==> config.mk <==
export PLATFORM = sky130hd
export DESIGN_NAME = coproc_scheduler
export DESIGN_NICKNAME = d
export VERILOG_FILES = /design/src/rtl/coproc_pkg.sv /design/src/rtl/rr_arbiter2.sv /design/src/rtl/coproc_scheduler.sv
export SDC_FILE = /design/constraint.sdc
export NUM_CORES = 1
export LEC_CHECK = 0
export BUFFER_PORTS_ARGS = -buffer_cell sky130_fd_sc_hd__buf_2
export CORE_UTILIZATION = 50
export CTS_BUF_LIST = sky130_fd_sc_hd__clkbuf_4
export CTS_CLUSTER_DIAMETER = 60
export DETAILED_ROUTE_END_ITERATION = 10
export HOLD_SLACK_MARGIN = 0.03
export PLACE_DENSITY = 0.77
export REMOVE_ABC_BUFFERS = 1
export SYNTH_ARGS = -nofsm -noshare
export SYNTH_HDL_FRONTEND = slang
export SYNTH_SLANG_ARGS = --single-unit
==> constraint.sdc <==
create_clock -name clk -period 2 [get_ports clk]
set_input_delay 0.3 -clock clk [delete_from_list [all_inputs] [get_ports clk]]
set_output_delay 0.3 -clock clk [all_outputs]
set_load 0.02 [all_outputs]
==> src/rtl/coproc_pkg.sv <==
// Shared definitions for the coprocessor scheduler: FSM state encoding,
// opcode and matrix-size encodings, result status codes and a saturating
// increment helper for the error counter.
package coproc_pkg;

  localparam int OP_W   = 3;
  localparam int SIZE_W = 2;
  localparam int NREQ   = 2;

  // Opcode that the coprocessor does not implement; rejected without a launch.
  localparam logic [OP_W-1:0] OP_RESERVED = 3'b111;

  typedef enum logic [1:0] {
    ST_IDLE     = 2'd0,
    ST_GRANT    = 2'd1,
    ST_RUN      = 2'd2,
    ST_COMPLETE = 2'd3
  } state_e;

  typedef enum logic [1:0] {
    STATUS_OK      = 2'b00,
    STATUS_TIMEOUT = 2'b01,
    STATUS_REJECT  = 2'b10
  } status_e;

  typedef enum logic [SIZE_W-1:0] {
    MSIZE_4X4   = 2'b00,
    MSIZE_8X8   = 2'b01,
    MSIZE_16X16 = 2'b10,
    MSIZE_32X32 = 2'b11
  } msize_e;

  // Increment that sticks at all-ones instead of wrapping.
  function automatic logic [7:0] sat_inc8(input logic [7:0] v);
    return (v == 8'hFF) ? v : v + 8'd1;
  endfunction

endpackage

==> src/rtl/rr_arbiter2.sv <==
// Two-requester round-robin arbiter. The pointer names the requester that
// wins a tie; it moves to the other requester only when the caller accepts
// the grant, so a request that is never taken does not rotate priority.
module rr_arbiter2 (
  input  logic       clk,
  input  logic       reset,
  input  logic [1:0] req_i,
  input  logic       accept_i,
  output logic [1:0] gnt_o
);

  // 0: requester 0 wins a tie, 1: requester 1 wins a tie.
  logic ptr_q, ptr_d;

  // Combinational winner selection; a lone requester always wins.
  always_comb begin
    gnt_o = 2'b00;
    case (req_i)
      2'b01:   gnt_o = 2'b01;
      2'b10:   gnt_o = 2'b10;
      2'b11:   gnt_o = ptr_q ? 2'b10 : 2'b01;
      default: gnt_o = 2'b00;
    endcase
  end

  // Next pointer: after serving requester 0, favour requester 1 and vice versa.
  always_comb begin
    ptr_d = ptr_q;
    if (accept_i && (gnt_o != 2'b00)) begin
      ptr_d = gnt_o[0];
    end
  end

  // Pointer register; reset favours requester 0.
  always_ff @(posedge clk) begin
    if (reset) begin
      ptr_q <= 1'b0;
    end else begin
      ptr_q <= ptr_d;
    end
  end

endmodule

==> src/rtl/coproc_scheduler.sv <==
// Shares one matrix coprocessor between two requesters. A four-state FSM
// grants the coprocessor, launches it, watches for completion with a
// watchdog, and returns a one-cycle done pulse with a status code.
//
// Handshake: req[i] is a level request from requester i. The scheduler
// acknowledges by raising grant[i] (one-hot), which stays high until the
// cycle after done[i]. Once granted, the operation runs to completion even
// if req[i] drops; op and size are captured at grant time only. done[i] is
// a single-cycle pulse and status is valid in that same cycle.
module coproc_scheduler
  import coproc_pkg::*;
#(
  parameter int TIMEOUT_CYCLES = 1024,
  parameter int CNT_W          = 11
) (
  input  logic              clk,
  input  logic              reset,
  input  logic [1:0]        req,
  input  logic [OP_W-1:0]   req_op0,
  input  logic [OP_W-1:0]   req_op1,
  input  logic [SIZE_W-1:0] req_size0,
  input  logic [SIZE_W-1:0] req_size1,
  output logic [1:0]        grant,
  output logic [OP_W-1:0]   cop_op_code,
  output logic [SIZE_W-1:0] cop_matrix_size,
  output logic              cop_start,
  input  logic              cop_done,
  output logic [1:0]        done,
  output logic [1:0]        status,
  output logic              busy,
  output logic [7:0]        err_cnt,
  output state_e            dbg_state
);

  // Last watchdog value a RUN may reach before being declared timed out.
  localparam logic [CNT_W-1:0] WD_LAST = CNT_W'(TIMEOUT_CYCLES - 1);

  state_e            state_q, state_d;
  logic [1:0]        grant_q, grant_d;
  logic [OP_W-1:0]   op_q, op_d;
  msize_e            size_q, size_d;
  logic              start_q, start_d;
  logic [1:0]        done_q, done_d;
  logic [1:0]        status_q, status_d;
  logic [7:0]        err_q, err_d;
  logic [CNT_W-1:0]  wd_q, wd_d;

  logic [1:0]        arb_gnt;
  logic              arb_accept;

  // Arbitration only matters in IDLE; the pointer moves only when we take it.
  assign arb_accept = (state_q == ST_IDLE) && (req != 2'b00);

  rr_arbiter2 u_arb (
    .clk      (clk),
    .reset    (reset),
    .req_i    (req),
    .accept_i (arb_accept),
    .gnt_o    (arb_gnt)
  );

  // Next-state and next-output logic; every register holds by default and
  // the pulse outputs (start, done) default low.
  always_comb begin
    state_d  = state_q;
    grant_d  = grant_q;
    op_d     = op_q;
    size_d   = size_q;
    start_d  = 1'b0;
    done_d   = 2'b00;
    status_d = status_q;
    err_d    = err_q;
    wd_d     = wd_q;

    case (state_q)
      ST_IDLE: begin
        if (req != 2'b00) begin
          grant_d = arb_gnt;
          op_d    = arb_gnt[1] ? req_op1 : req_op0;
          size_d  = msize_e'(arb_gnt[1] ? req_size1 : req_size0);
          state_d = ST_GRANT;
        end
      end

      ST_GRANT: begin
        if (op_q == OP_RESERVED) begin
          status_d = STATUS_REJECT;
          done_d   = grant_q;
          err_d    = sat_inc8(err_q);
          state_d  = ST_COMPLETE;
        end else begin
          start_d = 1'b1;
          wd_d    = '0;
          state_d = ST_RUN;
        end
      end

      ST_RUN: begin
        // Completion wins over an expiring watchdog in the same cycle.
        if (cop_done) begin
          status_d = STATUS_OK;
          done_d   = grant_q;
          state_d  = ST_COMPLETE;
        end else if (wd_q == WD_LAST) begin
          status_d = STATUS_TIMEOUT;
          done_d   = grant_q;
          err_d    = sat_inc8(err_q);
          state_d  = ST_COMPLETE;
        end else begin
          wd_d = wd_q + CNT_W'(1);
        end
      end

      ST_COMPLETE: begin
        // Release the owner; op and size stay on the bus until the next grant.
        grant_d = 2'b00;
        state_d = ST_IDLE;
      end

      default: begin
        grant_d = 2'b00;
        state_d = ST_IDLE;
      end
    endcase
  end

  // State and output registers; reset overrides everything, including a RUN.
  always_ff @(posedge clk) begin
    if (reset) begin
      state_q  <= ST_IDLE;
      grant_q  <= 2'b00;
      op_q     <= '0;
      size_q   <= MSIZE_4X4;
      start_q  <= 1'b0;
      done_q   <= 2'b00;
      status_q <= STATUS_OK;
      err_q    <= 8'd0;
      wd_q     <= '0;
    end else begin
      state_q  <= state_d;
      grant_q  <= grant_d;
      op_q     <= op_d;
      size_q   <= size_d;
      start_q  <= start_d;
      done_q   <= done_d;
      status_q <= status_d;
      err_q    <= err_d;
      wd_q     <= wd_d;
    end
  end

  assign grant           = grant_q;
  assign cop_op_code     = op_q;
  assign cop_matrix_size = size_q;
  assign cop_start       = start_q;
  assign done            = done_q;
  assign status          = status_q;
  assign busy            = (state_q != ST_IDLE);
  assign err_cnt         = err_q;
  assign dbg_state       = state_q;

endmodule

==> metrics.md <==
| Metric | Value |
|---|---|
| Slew HR | between 50% and 60% |
| Seq/Total Area, Yosys | around 39% |
| Post-route ant nets | 0 |
| Post-Syn Area | between 1500 and 2000 um2 |
| Post-synthesis cell count | approximately 200 |
| Clock Pin Slew Worst Setup and Hold Paths | around 120 ps |
| Detailed-route via count | about 1.8k |
| Tot Pwr | 2.44 mW |
| First-pass GRT wire length | ~6.9 mm |
| Async set-reset flop share out of synthesis | 0% |
| Global-route usage over all layers | around a quarter |
| WL final | between 4 and 5 mm |
| Total congestion overflow | 0 |
| Power density cells | around 1100 nW/um2 |
| Max-slew violations | 0 |
| Worst Skew | around 12 ps |
| Hold Path Cell Cnt | 2 |
| Die Y | roughly 61 um |
| Remaining DRCs | 0 |
| Number of synthesis warnings | 0 |
| Vias in the first global route | between 1.5k and 2k |
| CP Capture Type | register |
| EDFF count, synth | 0 |
| Initial detailed-routing violation count | ~130 |
| Area leader, netlist | dfxtp_1 |
| Routability cong. | just over 0.8 |
| Area growth syn-to-layout | 30.5% |
| WS Path Type | reg -> reg |
| Top cells by count, synth | 34 x dfxtp_1, 21 x nand2_1, 20 x a21oi_1 |
| Most frequent cell after synthesis | dfxtp_1 |
| # setup viols final | 0 |
| Die Width | 60.7 um |
| Tcrit/Tclk final | 97.5% |
| Status | completed |
| Core Area | between 3000 and 4000 um2 |
| Hold Fails Final Rpt | 0 |
| Post-DR wirelength/cell | 13.4 um |
| CTS tree | done |
| Drt first pass iters | 4 |
| Largest cells by area after synthesis | dfxtp_1 39%, a21oi_1 5.8%, nand2_1 4.6% |
| Clock insertion delay at the later pin of the skew report | about 350 ps |
| Pleak | ~0.88 nW |
| Met1 usage | 34.6% |
| Port Buf Inserts | 37 |
| Site Rows | 20 |
| Synth top area share | 39.4% |
| Detail Placement HPWL | 2.83 mm |
| Fin crit period | just under 2000 ps |
| Fmax achieved | just over 500 MHz |
| # Max-Cap Violations | 0 |
| Largest net degree at the start of global routing | 28 |
| Grt met3 use | under 10% |
| CTS Hold Bufs | 0 |
| Final instance area | 2250 um2 |
| Hold WC Path Type | in -> reg |
| Number of distinct library cells after synthesis | between 40 and 50 |
| Average cell area after synthesis | between 8 and 9 um2 |
| CP Launch Type | register |
| Met2 Use GR | between 30% and 40% |
| Worst IR drop on VDD | 0.000854 V |
| CTS Buf Count | 5 |
| Max FO, Critical Path | 7 |
| Ys flop type | dfxtp_1 |
| Yosys reg bits | 34 |
| Req. time, crit path | 2270 ps |
| Proportion of layout cells with a drive suffix above 1 | about a third |
| Pre-CTS setup slack | between 3 and 4 ps |
| Max Buffers Root-to-Sink | 2 |
| H-tree Lvls | 2 |
| Reg2Reg Depth | 7 |
| Area of the die | around 3700 um2 |
| Root Buffer | clkbuf_4 |
| Arrival time worst endpoint | about 2200 ps |
| CTS sink count | 34 |
| Initial Util | ~55% |
| Top-level port count | 38 |
| Vias per inst | approximately 5.8 |
| Final WS setup | roughly 50 ps |
| Initial antenna violation count | 0 |
| Top Usage Layer GRT | met2 |
| N_diodes | 0 |
| Nets | roughly 280 |
| Placed Area | around 2100 um2 |
| Worst-Margin Slew | roughly 700 ps |
## critical path: stages, from the launching register on
cell,delay (ps)
dfxtp_2,350
ha_2,180
buf_4,140
and3_4,180
a311oi_2,220
buf_4,200
or3b_2,450
a31oi_1,170
## cell usage in the layout, fill, tap and decap left out, types with 2 or more instances in the layout
master,instances
nand2b_1,4
a21oi_2,2
o31ai_1,5
nor2_1,10
nand2_1,21
nor3b_1,2
or3b_2,3
nand3_1,9
o41ai_1,2
a22oi_1,2
and4_1,2
inv_1,6
buf_4,23
a311oi_1,7
buf_2,37
nand4_1,4
or3_1,3
and3_1,3
a21oi_1,18
dfxtp_1,32
a31oi_1,5
ha_1,4
o21ai_0,11
o211ai_1,3
clkinvlp_4,2
mux2i_1,2
clkbuf_4,5
a21boi_0,2
or4_1,4
o221ai_1,5
## where the power goes
group | switching (mW) | internal (mW) | total, mW
Clock | 0.246 | 0.262 | 0.508
Combinational | 0.626 | 0.466 | 1.09
Sequential | 0.0694 | 0.766 | 0.836
Total | 0.941 | 1.49 | 2.44
## through the flow
stage          cells  utilization, %  TNS [ps]  hold WS [ps]
6_report         307            71.4         0           196
5_1_grt          307            71.4     -16.5           204
4_1_cts          303            68.6         0           183
3_5_place_dp     295            65.8         0           440
3_3_place_gp     295            65.8         0           442
2_1_floorplan    194               -     -3680           369
## kinds of logic after synthesis
kind of cell,count (synthesis),share of synthesized area [%]
and+or+nand+nor,75,23.9
adders and majority gates,6,4.35
AOI/OAI and AO/OA,70,27.2
DFF,34,39.4
buffers and inverters,17,3.92
muxes,2,1.16
## final cells by class
class	instances	area, um2
clock buffers	5	37.5
clock inverters	3	45.0
fillers	270	902
inverters	7	26.3
multi-input cells	153	1030
flip-flops and latches	34	686
well taps	44	55.1
repair buffers	61	369
## state kept, by name, summed over array words and instances, names as in the netlist
register and cells:
cop_matrix_size 2, cop_op_code 3, cop_start 1, dbg_state 2, done 2, err_cnt 8, grant 2, status 2
u_arb.ptr_q 1, wd_q 11
## layer usage
| metal | share of wire [%] | vias up |
|---|---|---|
| met4 | 1.7 | 0 |
| met3 | 4.8 | 8 |
| met1 | 50 | 812 |
| li1 | - | 901 |
| met5 | 0 | - |
| met2 | 44 | 58 |
## final timing paths
| path | slack [ps] | endpoint | start |
|---|---|---|---|
| worst max register to register | 50 | wd_q[7] | wd_q[1] |
| worst min-delay path | 200 | u_arb.ptr_q | req[1] |
| worst max-delay path | 50 | wd_q[7] | wd_q[1] |
| worst min register to register | 460 | wd_q[10] | wd_q[10] |
## repair_timing
| item | 4_1_cts | 5_1_grt |
|---|---|---|
| buffers inserted | 0 | 4 |
| gates cloned | 0 | 0 |
| setup endpoints to repair | 3 | 12 |
| pin swaps | 0 | 3 |
| endpoints found under the hold margin | 0 | 0 |
| gates resized for setup | 3 | 15 |
Power figures use the tool's default switching activity.
